[src/rtl/div_sched_pkg.sv]
// Shared types for the divider scheduler: controller state encoding and result field placement.
package div_sched_pkg;

  typedef enum logic [1:0] {
    IDLE = 2'd0,
    ITER = 2'd1,
    FIX  = 2'd2,
    DONE = 2'd3
  } state_e;

  localparam int unsigned QUO_LSB = 0;

  // Remainder occupies the upper half of the packed result.
  function automatic int unsigned rem_lsb(input int unsigned width);
    return width;
  endfunction

endpackage

[src/rtl/div_iter_core.sv]
// Restoring signed divider datapath: operand magnitudes, one quotient bit per step, sign fix-up.
module div_iter_core
  import div_sched_pkg::*;
#(
  parameter int unsigned WIDTH = 8
) (
  input  logic               clk,
  input  logic               reset,
  input  logic               load,
  input  logic               step,
  input  logic               fix,
  input  logic [WIDTH-1:0]   num1,
  input  logic [WIDTH-1:0]   num2,
  output logic               last,
  output logic [2*WIDTH-1:0] result,
  output logic               dz
);

  localparam int unsigned CW      = (WIDTH > 1) ? $clog2(WIDTH) : 1;
  localparam int unsigned REM_LSB = rem_lsb(WIDTH);

  logic [WIDTH-1:0]   quo_q, quo_d;
  logic [WIDTH-1:0]   rem_q, rem_d;
  logic [WIDTH-1:0]   dvs_q, dvs_d;
  logic               qneg_q, qneg_d;
  logic               rneg_q, rneg_d;
  logic [CW-1:0]      cnt_q, cnt_d;
  logic [2*WIDTH-1:0] res_q, res_d;
  logic               dz_q, dz_d;
  logic [WIDTH:0]     trial, diff;

  always_comb begin
    quo_d  = quo_q;
    rem_d  = rem_q;
    dvs_d  = dvs_q;
    qneg_d = qneg_q;
    rneg_d = rneg_q;
    cnt_d  = cnt_q;
    res_d  = res_q;
    dz_d   = dz_q;
    trial  = {rem_q, quo_q[WIDTH-1]};
    // diff[WIDTH] is the borrow: set means the trial subtraction must be undone.
    diff   = trial - {1'b0, dvs_q};

    if (load) begin
      quo_d  = num1[WIDTH-1] ? -num1 : num1;
      dvs_d  = num2[WIDTH-1] ? -num2 : num2;
      rem_d  = '0;
      qneg_d = num1[WIDTH-1] ^ num2[WIDTH-1];
      rneg_d = num1[WIDTH-1];
      cnt_d  = CW'(WIDTH - 1);
      res_d  = '0;
      dz_d   = (num2 == '0);
      if (num2 == '0) begin
        res_d[REM_LSB +: WIDTH] = num1;
        res_d[QUO_LSB +: WIDTH] = '1;
      end
    end else if (step) begin
      rem_d = diff[WIDTH] ? trial[WIDTH-1:0] : diff[WIDTH-1:0];
      quo_d = {quo_q[WIDTH-2:0], ~diff[WIDTH]};
      cnt_d = cnt_q - 1'b1;
    end else if (fix) begin
      res_d[REM_LSB +: WIDTH] = rneg_q ? -rem_q : rem_q;
      res_d[QUO_LSB +: WIDTH] = qneg_q ? -quo_q : quo_q;
    end
  end

  always_ff @(posedge clk) begin
    if (reset) begin
      quo_q  <= '0;
      rem_q  <= '0;
      dvs_q  <= '0;
      qneg_q <= 1'b0;
      rneg_q <= 1'b0;
      cnt_q  <= '0;
      res_q  <= '0;
      dz_q   <= 1'b0;
    end else begin
      quo_q  <= quo_d;
      rem_q  <= rem_d;
      dvs_q  <= dvs_d;
      qneg_q <= qneg_d;
      rneg_q <= rneg_d;
      cnt_q  <= cnt_d;
      res_q  <= res_d;
      dz_q   <= dz_d;
    end
  end

  assign last   = (cnt_q == '0);
  assign result = res_q;
  assign dz     = dz_q;

endmodule

[src/rtl/div_sched_ctrl.sv]
// Round-robin scheduler for one shared signed divider with valid/ready request and response ports.
// Defining DIV_SCHED_STATS_EN adds the stat_grants per-requester accept counters.
module div_sched_ctrl
  import div_sched_pkg::*;
#(
  parameter int unsigned WIDTH = 8,
  parameter int unsigned NREQ  = 2
) (
  input  logic                  clk,
  input  logic                  reset,
  input  logic [NREQ-1:0]       req_valid,
  input  logic [NREQ*WIDTH-1:0] req_num1,
  input  logic [NREQ*WIDTH-1:0] req_num2,
  output logic [NREQ-1:0]       req_ready,
  output logic [NREQ-1:0]       rsp_valid,
  input  logic [NREQ-1:0]       rsp_ready,
  output logic [2*WIDTH-1:0]    rsp_result,
  output logic                  rsp_dz,
  output logic                  busy
`ifdef DIV_SCHED_STATS_EN
  ,
  output logic [NREQ*16-1:0]    stat_grants
`endif
);

  localparam int unsigned IDW = (NREQ > 2) ? 2 : 1;

  state_e             state_q, state_d;
  logic [IDW-1:0]     ptr_q, ptr_d;
  logic [IDW-1:0]     id_q, id_d;
  logic [IDW-1:0]     win;
  logic               win_valid;
  int unsigned        idx;
  logic [WIDTH-1:0]   num1_sel, num2_sel;
  logic               load, step, fix, last;
  logic [2*WIDTH-1:0] core_result;
  logic               core_dz;

  // Scan from the requester just after the last winner, wrapping, first valid wins.
  always_comb begin
    win       = ptr_q;
    win_valid = 1'b0;
    idx       = 0;
    num1_sel  = '0;
    num2_sel  = '0;
    for (int unsigned k = 1; k <= NREQ; k++) begin
      idx = (int'(ptr_q) + k) % NREQ;
      if (!win_valid && req_valid[idx]) begin
        win_valid = 1'b1;
        win       = IDW'(idx);
        num1_sel  = req_num1[idx*WIDTH +: WIDTH];
        num2_sel  = req_num2[idx*WIDTH +: WIDTH];
      end
    end
  end

  always_comb begin
    state_d   = state_q;
    ptr_d     = ptr_q;
    id_d      = id_q;
    req_ready = '0;
    rsp_valid = '0;
    load      = 1'b0;
    step      = 1'b0;
    fix       = 1'b0;
    unique case (state_q)
      IDLE: begin
        if (win_valid) begin
          req_ready[win] = 1'b1;
          load           = 1'b1;
          ptr_d          = win;
          id_d           = win;
          state_d        = (num2_sel == '0) ? DONE : ITER;
        end
      end
      ITER: begin
        step = 1'b1;
        if (last) state_d = FIX;
      end
      FIX: begin
        fix     = 1'b1;
        state_d = DONE;
      end
      DONE: begin
        rsp_valid[id_q] = 1'b1;
        if (rsp_ready[id_q]) state_d = IDLE;
      end
      default: state_d = IDLE;
    endcase
  end

  always_ff @(posedge clk) begin
    if (reset) begin
      state_q <= IDLE;
      ptr_q   <= IDW'(NREQ - 1);
      id_q    <= '0;
    end else begin
      state_q <= state_d;
      ptr_q   <= ptr_d;
      id_q    <= id_d;
    end
  end

  div_iter_core #(
    .WIDTH (WIDTH)
  ) u_core (
    .clk    (clk),
    .reset  (reset),
    .load   (load),
    .step   (step),
    .fix    (fix),
    .num1   (num1_sel),
    .num2   (num2_sel),
    .last   (last),
    .result (core_result),
    .dz     (core_dz)
  );

  assign rsp_result = (state_q == DONE) ? core_result : '0;
  assign rsp_dz     = (state_q == DONE) ? core_dz : 1'b0;
  assign busy       = (state_q != IDLE);

`ifdef DIV_SCHED_STATS_EN
  logic [15:0] grant_cnt_q [NREQ];
  logic [15:0] grant_cnt_d [NREQ];

  always_comb begin
    for (int unsigned i = 0; i < NREQ; i++) begin
      grant_cnt_d[i] = grant_cnt_q[i];
      if (load && (win == IDW'(i)) && (grant_cnt_q[i] != 16'hFFFF))
        grant_cnt_d[i] = grant_cnt_q[i] + 16'd1;
      stat_grants[i*16 +: 16] = grant_cnt_q[i];
    end
  end

  always_ff @(posedge clk) begin
    for (int unsigned i = 0; i < NREQ; i++) begin
      if (reset) grant_cnt_q[i] <= '0;
      else       grant_cnt_q[i] <= grant_cnt_d[i];
    end
  end
`endif

endmodule
[config.mk]
export PLATFORM = sky130hd
export DESIGN_NAME = div_sched_ctrl
export DESIGN_NICKNAME = d
export VERILOG_FILES = /design/src/rtl/div_sched_pkg.sv /design/src/rtl/div_iter_core.sv /design/src/rtl/div_sched_ctrl.sv
export SDC_FILE = /design/constraint.sdc
export NUM_CORES = 1
export LEC_CHECK = 0
export ABC_AREA = 0
export BUFFER_PORTS_ARGS = -buffer_cell sky130_fd_sc_hd__buf_2
export CAP_MARGIN = 20
export CORE_UTILIZATION = 57
export DETAILED_ROUTE_END_ITERATION = 16
export PLACE_DENSITY = 0.92
export SLEW_MARGIN = 10
export SYNTH_ARGS = -nofsm -noshare
export SYNTH_HDL_FRONTEND = slang
export SYNTH_SLANG_ARGS = --single-unit
[constraint.sdc]
create_clock -name clk -period 3.3 [get_ports clk]
set_input_delay 0.66 -clock clk [delete_from_list [all_inputs] [get_ports clk]]
set_output_delay 0.66 -clock clk [all_outputs]
set_load 0.01 [all_outputs]
==> results of run 1 <==
## area by class of cell
type,count,area [sq um],share of cell area (%)
clock buffers,6,82.6,2.05
clock inverters,1,30.0,0.747
inverters,31,116,2.89
multi-input cells,326,2330,58.1
flip-flops and latches,50,1000,24.9
well taps,75,93.8,2.33
repair buffers,68,363,9.02
## per-layer routing
layer / track usage (%) / vias to the layer above
li1: - / 1667
met1: 32.1 / 1576
met2: 50.6 / 120
met3: 4.72 / 21
met4: 12.1 / 0
met5: 0 / -
## kinds of logic (layout without fill, tap and decap cells)
logic type,after synthesis,in the layout,synth area share [%]
flip-flops,50,50,28.0
adder cells (fa/ha/maj),20,20,7.20
XOR/XNOR,24,24,6.08
AO/OA/AOI/OAI,127,127,27.2
multiplexers,15,15,4.23
buffers and inverters,57,106,6.82
AND/OR/NAND/NOR,140,140,20.5
## cells in the final DEF (no fill, tap or decap), types with 6 or more instances in the layout
| cell type | synthesis | layout |
|---|---|---|
| a32oi_2 | 8 | 8 |
| xor2_1 | 6 | 6 |
| nor2_1 | 36 | 36 |
| buf_4 | 1 | 9 |
| nand2_1 | 28 | 28 |
| dfxtp_1 | 50 | 50 |
| a211oi_1 | 13 | 13 |
| ha_1 | 19 | 19 |
| inv_1 | 31 | 31 |
| a32oi_1 | 6 | 6 |
| o21ai_0 | 22 | 22 |
| or3_1 | 7 | 7 |
| nand3_1 | 8 | 8 |
| clkbuf_8 | 0 | 6 |
| and2_1 | 20 | 20 |
| mux2i_1 | 14 | 14 |
| nor3_1 | 13 | 13 |
| a21oi_1 | 25 | 25 |
| a22o_1 | 6 | 6 |
| buf_2 | 6 | 59 |
| a221oi_1 | 6 | 6 |
| xnor2_1 | 17 | 17 |
| a31oi_1 | 9 | 9 |
## final timing paths
kind	end	slack, ns
max	u_core.rem_q[0]	0.69
min	u_core.result[6]	0.46
max reg2reg	u_core.rem_q[0]	0.69
min reg2reg	u_core.result[6]	0.46
## critical path, stage by stage, from the launching register on
cell and delay, ns:
dfxtp_1 0.32, inv_1 0.13, ha_1 0.22, inv_1 0.06
fa_1 0.39, a21o_1 0.22, a21bo_2 0.22, o22ai_2 0.18
xnor2_2 0.28, mux2_2 0.40, o21ai_1 0.11
## power groups by stage
stage                     Combinational, mW  Clock, mW  Sequential [mW]
after floorplan                        1.74          0            0.931
after global routing                   2.41      0.475             1.02
after global placement                 2.03          0            0.983
after CTS                              2.14      0.446            0.983
final                                  2.15      0.442            0.987
after detailed placement               2.12          0            0.998
## sequential cells by signal (all words and copies together), names as in the netlist, 2 cells and up
name and flops:
state_q 2, u_core.rem_q 8, u_core.dvs_q 8, u_core.quo_q 8
u_core.cnt_q 3, u_core.result 16
## stage by stage
stage	util, %	cell area (sq um)	setup slack [ns]
floorplan	-	3580	0.969
CTS	67.1	4020	0.697
global placement	65.2	3910	0.611
detailed placement	65.2	3910	0.514
finish	67.1	4020	0.692
global route	67.1	4020	0.576
==> reports/metrics.cfg, run 1 <==
[power]
peakVddDrop_uv = 764
leakagePower_nw = 1.68
power.share.clock_pct = 12.4
cellPowerDensity_nw_per_um2 = 890
p_sw_mw = 1.62
p_total_mw = 3.58
p_int_mw = 1.96
p_seq_share_pct = 27.6
p_sw_share_pct = 45.2
p_comb_share_pct = 60.1

[cts]
cts_resized = 0
h-tree-depth = 2
post_cts_buffers = 0
cts_num_sinks = 50
cts_buffer_depth = 2
path_clk_slew_ns = 0.09
tritoncts = done
cts_buffers = 5
cts_hold_buf = 0
root_buffer = clkbuf_8
clk_latency_ns = 0.31

[timing]
max_clock_freq_mhz = 383
hold_viol_final = 0
rsz0062_at_grt = false
fin_crit_ns = 2.61
final.setup.tns_ns = 0
worst_pin_slew_ns = 0.803
skew_ns = 0.00619
setup_viol = 0
holdWs_ns = 0.457
finalCritPeriodShare_pct = 79.0
relSlewSlack_pct = 46.4
slew_violations = 0

[global_routing]
antenna_found_initial = 0
grt_max_degree = 32
grt_usage_pct = 28.0
grt_first_pass_wirelength_microns = 14500
grt_pass1_vias = 3197
grt_overflow = 0

[yosys]
synth_cell_types = 66
syn-cell-area_sq_um = 3580
synth_top_area_share_pct = 28.0
ys.flop_type = dfxtp_1
synth_edf_count = 0
synth_area_leaders = dfxtp_1 (28%), ha_1 (6.6%), xnor2_1 (4.2%)
yosys_warnings = 0
syn_nets = 491
yosysMostFrequentCell = dfxtp_1
syn_area_per_cell_sq_um = 8.27
ys_seq_area_share_pct = 28.0
netlist_instances = 433
async_reset_ff_share_pct = 0
synth_common_cells = dfxtp_1 (50), nor2_1 (36), inv_1 (31)
synth.largest_area_cell = dfxtp_1
synth-seq-cells = 50

[min_path]
min_path_cells = 2
worstHoldStart = u_core.result[6]
min_path_type = reg -> reg

[detailed_routing]
ant_nets = 0
initialDrtViolationCount = 232
wl_met2_microns = 4340
wl_per_cell_microns = 15.2
highest_layer = met4
num_vias = 3384
dr_wl_met3_microns = 412
wirelength_microns = 8470
drc = 0
wl_met1_microns = 3540
dr.pass1.iters = 5
drt-vias-per-instance = 6.08

[layout]
fill_cells = 489
drive_gt1_share_pct = 19.7
fin_cells = 557
diodes = 0
nets = 540
area_delta_synth_final_pct = 12.3

[floorplanning]
num_rows = 28
die_area_sq_um = 6600
initial_core_util_pct = 59.8
coreArea_sq_um = 5990
die_h_microns = 81.2
ioPinCount = 60
chipWidth_microns = 81.2

[placement]
place_congestion = 0.964
port_buffers = 59
place_inst = 550
dp.final_hpwl_microns = 6370

[run]
cap_viol_max_count = 0

[critical_path]
r2r_start = u_core.quo_q[7]
required_ns = 3.54
worstPathArrival_ns = 2.85
critical_path_class = reg -> reg
cp-end-kind = flop
crit_fanout = 9
worstSetupStartpointType = flop
startpoint = u_core.quo_q[7]
r2r_cells = 10

[status]
status = completed

Power figures use the tool's default switching activity.
==> inputs of run 2 (changes only) <==
==> constraint.sdc (replaced) <==
create_clock -name clk -period 2.5 [get_ports clk]
set_input_delay 0.5 -clock clk [delete_from_list [all_inputs] [get_ports clk]]
set_output_delay 0.5 -clock clk [all_outputs]
set_load 0.01 [all_outputs]
==> run 2 against run 1 <==
Against the previous run:
- maximum frequency up 8.0%
- routed wire length up 4.1%
- clock skew up 0.0049 ns
- clock-buffer cell count down 1
- critical path type unchanged
- utilization up 2.8 points
- hold slack better by 0.0010 ns
- largest cell class unchanged
- critical path depth up 1
==> reports/metrics.cfg, run 2 (same netlist as run 1, synthesis figures left out) <==
[timing]
final.setup.tns_ns = 0
hold_viol_final = 0
relSlewSlack_pct = 57.2
fin_crit_ns = 2.42
max_clock_freq_mhz = 414
setup_viol = 0
slew_violations = 0
finalCritPeriodShare_pct = 96.6
skew_ns = 0.0111
rsz0062_at_grt = true
worst_pin_slew_ns = 0.642

[power]
leakagePower_nw = 1.77
peakVddDrop_uv = 947
cellPowerDensity_nw_per_um2 = 1220

[detailed_routing]
drc = 0
drt-vias-per-instance = 6.05
num_vias = 3472
wirelength_microns = 8820
initialDrtViolationCount = 233
dr.pass1.iters = 4
ant_nets = 0
wl_per_cell_microns = 15.4

[cts]
path_clk_slew_ns = 0.09
h-tree-depth = 2
tritoncts = done
clk_latency_ns = 0.31
cts_buffer_depth = 2
cts_num_sinks = 50
cts_hold_buf = 0
root_buffer = clkbuf_8
cts_buffers = 5

[critical_path]
rrSetupSlack_ns = 0.08
slowest_stage = fa_2
path_delay_family = compound AO/OA/AOI/OAI gates
critPathBufInv = 3
path_cells = inv_2 -> ha_2 -> inv_1 -> fa_2 -> a21o_1 -> a21bo_2 -> o22ai_4 -> buf_6 -> xnor2_2 -> mux2i_1 -> a21oi_1
critical_path_class = reg -> reg
required_ns = 2.69
worstPathArrival_ns = 2.60
crit_fanout = 4
r2r_cells = 11
r2r_end = u_core.rem_q[5]
cp-end-kind = flop
worstSetupStartpointType = flop
r2r_start = u_core.quo_q[7]
max_stage_delay_ns = 0.35

[floorplanning]
chipWidth_microns = 81.2
num_rows = 28
initial_core_util_pct = 59.8
die_area_sq_um = 6600
coreArea_sq_um = 5990
die_h_microns = 81.2
ioPinCount = 60

[status]
status = completed

[run]
cap_viol_max_count = 0

[min_path]
min_path_type = reg -> reg
hold_end = u_core.dvs_q[2]
worstHoldStart = u_core.dvs_q[2]
min_path_cells = 2

[global_routing]
grt_overflow = 0
top_usage_layer = met2
grt_first_pass_wirelength_microns = 15000
grtUsageMet3_pct = 5.51
met2_usage_pct = 50.8
grt_max_degree = 34
grt_pass1_vias = 3405
antenna_found_initial = 0
met1_usage_pct = 33.2
grt_usage_pct = 28.9

[layout]
largest_reg_flops = 16
diodes = 0
drive_gt1_share_pct = 23.2
area_delta_synth_final_pct = 17.0
final_cell_mix = buf_2 (59), dfxtp_1 (50), nor2_1 (35)
final_area_sq_um = 4190
layout_commonest_cell = buf_2
nets = 556

[placement]
place_congestion = 0.878
dp.final_hpwl_microns = 6740
dpl-instance-area_sq_um = 4010
port_buffers = 59

run 2: layout make-up:
| cell class | count | area [sq um] |
|---|---|---|
| Sequential cell | 50 | 1000 |
| Fill cell | 473 | 1800 |
| Clock inverter | 3 | 47.5 |
| Tap cell | 75 | 93.8 |
| Timing Repair Buffer | 83 | 479 |
| Inverter | 31 | 116 |
| Clock buffer | 5 | 68.8 |
| Multi-Input combinational cell | 327 | 2380 |
run 2: worst reg2reg max path: stages, from the launching register on:
cell	delay, ns
dfxtp_1	0.33
inv_2	0.08
ha_2	0.18
inv_1	0.05
fa_2	0.35
a21o_1	0.22
a21bo_2	0.23
o22ai_4	0.23
buf_6	0.15
xnor2_2	0.16
mux2i_1	0.25
a21oi_1	0.08
run 2: metrics by stage:
stage	util [%]	total power [mW]	setup slack, ns	std cells	hold WS [ns]
after floorplan	-	3.53	0.193	433	0.432
final	69.9	5.11	0.0845	574	0.458
after global routing	69.9	5.53	-0.0239	574	0.484
after detailed placement	66.9	4.20	-0.0299	563	0.449
after global placement	66.9	4.05	0.0985	563	0.443
after CTS	69.1	4.88	-0.0160	571	0.462
run 2: worst max path at each step:
| stage | startpoint | depth (start not counted) | to |
|---|---|---|---|
| floorplan | u_core.quo_q[7] | 10 | u_core.rem_q[0] |
| global placement | u_core.quo_q[7] | 10 | u_core.rem_q[0] |
| detailed placement | u_core.quo_q[7] | 10 | u_core.rem_q[0] |
| CTS | u_core.quo_q[7] | 10 | u_core.rem_q[0] |
| global route | u_core.quo_q[7] | 11 | u_core.rem_q[5] |
| finish | u_core.quo_q[7] | 11 | u_core.rem_q[5] |
run 2: metal layers:
| metal | vias to the layer above | share of wire (%) |
|---|---|---|
| li1 | 1697 | - |
| met1 | 1634 | 42 |
| met2 | 113 | 51 |
| met5 | - | 0 |
| met4 | 0 | 3.0 |
| met3 | 28 | 4.6 |
run 2: report_power, final:
part	switching, mW	leakage (nW)	total, mW	internal [mW]
Combinational	1.80	1.30	3.22	1.42
Sequential	0.223	0.411	1.29	1.07
Clock	0.291	0.0587	0.595	0.304
Total	2.31	1.77	5.11	2.79
run 2: timing repair:
| action | in CTS | in global routing |
|---|---|---|
| setup buffers | 0 | 2 |
| setup endpoints to repair | 2 | 13 |
| cloned | 0 | 1 |
| pin swaps | 0 | 2 |
| resized for setup | 2 | 6 |
==> inputs of run 3 (changes only) <==
--- a/config.mk
+++ b/config.mk
@@ -8,9 +8,10 @@
 export ABC_AREA = 0
 export BUFFER_PORTS_ARGS = -buffer_cell sky130_fd_sc_hd__buf_2
 export CAP_MARGIN = 20
-export CORE_UTILIZATION = 57
+export CORE_UTILIZATION = 61
 export DETAILED_ROUTE_END_ITERATION = 16
-export PLACE_DENSITY = 0.92
+export PLACE_DENSITY = 0.95
+export SKIP_CTS_REPAIR_TIMING = 1
 export SLEW_MARGIN = 10
 export SYNTH_ARGS = -nofsm -noshare
 export SYNTH_HDL_FRONTEND = slang
==> constraint.sdc (replaced) <==
create_clock -name clk -period 2.93 [get_ports clk]
set_input_delay 0.586 -clock clk [delete_from_list [all_inputs] [get_ports clk]]
set_output_delay 0.586 -clock clk [all_outputs]
set_load 0.01 [all_outputs]
==> run 3 against run 2 <==
Against the previous run:
- combinational power shrank 24%
- utilization up 2.1 points
- clock skew is 0.0025 ns lower
- critical path depth shrank 1
- hold slack worse by 0.0013 ns
- final area fell by 4.1%
- critical endpoint is now u_core.rem_q[0]
- critical path type unchanged
- setup slack gained 0.13 ns
- maximum frequency decreased by 11%
- clock-buffer cell count grew 1
- flip-flop and latch count unchanged
- global-route usage up 1.1 points
- highest routed layer unchanged
- first-iteration DRC count is 4.7% lower
==> reports/metrics.cfg, run 3 (same netlist as run 1, synthesis figures left out) <==
[status]
status = completed

[timing]
hold_viol_final = 0
worst_pin_slew_ns = 0.744
skew_ns = 0.00857
max_clock_freq_mhz = 369
setup_viol = 0
slew_violations = 0
fin_crit_ns = 2.71
final.setup.tns_ns = 0
holdWs_ns = 0.457
fin_ws_ns = 0.218
relSlewSlack_pct = 50.2
rsz0062_at_grt = false
finalCritPeriodShare_pct = 92.6

[detailed_routing]
wl_per_cell_microns = 16.0
num_vias = 3417
drt-vias-per-instance = 6.13
drc = 0
ant_nets = 0
initialDrtViolationCount = 222
wirelength_microns = 8920
dr.pass1.iters = 5

[placement]
dp.final_hpwl_microns = 6460
dp_slack_ns = 0.216
port_buffers = 59
place_congestion = 0.907
place_inst = 549
dpl-instance-area_sq_um = 3920

[critical_path]
r2r_end = u_core.rem_q[0]
max_stage_delay_ns = 0.42
path_delay_family = compound AO/OA/AOI/OAI gates
critical_path_class = reg -> reg
r2r_start = u_core.quo_q[7]
slowest_stage = mux2_2
startpoint = u_core.quo_q[7]
worstPathArrival_ns = 2.94
cpMostUsedCell = inv_1
setup.worst_path.end = u_core.rem_q[0]
path_cells = inv_1 -> ha_1 -> inv_1 -> fa_1 -> a21o_1 -> a21bo_2 -> o22ai_2 -> xnor2_2 -> mux2_2 -> o21ai_1
cp_num_cells = 10
cp-end-kind = flop
r2r_cells = 10
worstSetupStartpointType = flop
required_ns = 3.16
crit_fanout = 9
rrSetupSlack_ns = 0.22
critPathBufInv = 2

[global_routing]
grt_overflow = 0
grt_usage_pct = 30.0
grt_pass1_vias = 3331
antenna_found_initial = 0
grt_max_degree = 31
grt_first_pass_wirelength_microns = 14900

[layout]
largest_reg_flops = 16
final_cell_mix = buf_2 (59), dfxtp_1 (50), nor2_1 (36)
drive_gt1_share_pct = 20.2
nets = 542
fin_util_pct = 72.0
fin_cells = 557
layout_commonest_cell = buf_2
area_delta_synth_final_pct = 12.2
diodes = 0
final_area_sq_um = 4020

[cts]
cts_buffer_depth = 2
tritoncts = done
cts_num_sinks = 50
root_buffer = clkbuf_8
path_clk_slew_ns = 0.10
clk_latency_ns = 0.31
h-tree-depth = 2
cts_buffers = 5

[power]
peakVddDrop_uv = 728
p_total_mw = 4.00
leakagePower_nw = 1.68
cellPowerDensity_nw_per_um2 = 997

[floorplanning]
initial_core_util_pct = 64.2
die_h_microns = 78.6
num_rows = 27
coreArea_sq_um = 5570
ioPinCount = 60
die_area_sq_um = 6180
chipWidth_microns = 78.6

[min_path]
min_path_type = reg -> reg

[run]
cap_viol_max_count = 0

==> run 3: worst min-delay path, delay by kind of cell (launching register included) <==
kind	cells	cell delay, ns
flops	1	0.32
simple gates	1	0.05
compound gates	1	0.05
==> run 3: final cells by class <==
type / instances / area, sq um
multi-input cells: 326 / 2330
clock inverters: 2 / 12.5
flip-flops and latches: 50 / 1000
clock buffers: 6 / 82.6
fillers: 416 / 1560
inverters: 31 / 116
well taps: 72 / 90.1
repair buffers: 70 / 378
==> run 3: worst min-delay path by stage <==
stage | from | endpoint | slack (ns) | cells after the start
5_1_grt | u_core.dvs_q[4] | u_core.dvs_q[4] | 0.48 | 2
3_3_place_gp | u_core.dvs_q[4] | u_core.dvs_q[4] | 0.44 | 2
4_1_cts | u_core.result[6] | u_core.result[6] | 0.45 | 2
6_report | u_core.dvs_q[3] | u_core.dvs_q[3] | 0.46 | 2
2_1_floorplan | u_core.result[6] | u_core.result[6] | 0.43 | 2
3_5_place_dp | u_core.result[6] | u_core.result[6] | 0.44 | 2
==> run 3: where the power goes <==
group          internal, mW  switching, mW
logic                  1.04           1.42
clock network         0.190          0.238
registers             0.910          0.207
==> run 3: metal layers <==
layer	up-vias	wire, microns	track usage (%)
li1	1669	-	-
met2	116	4620	55.2
met5	-	0	0
met1	1605	3660	33.6
met4	0	228	13.7
met3	27	409	4.65
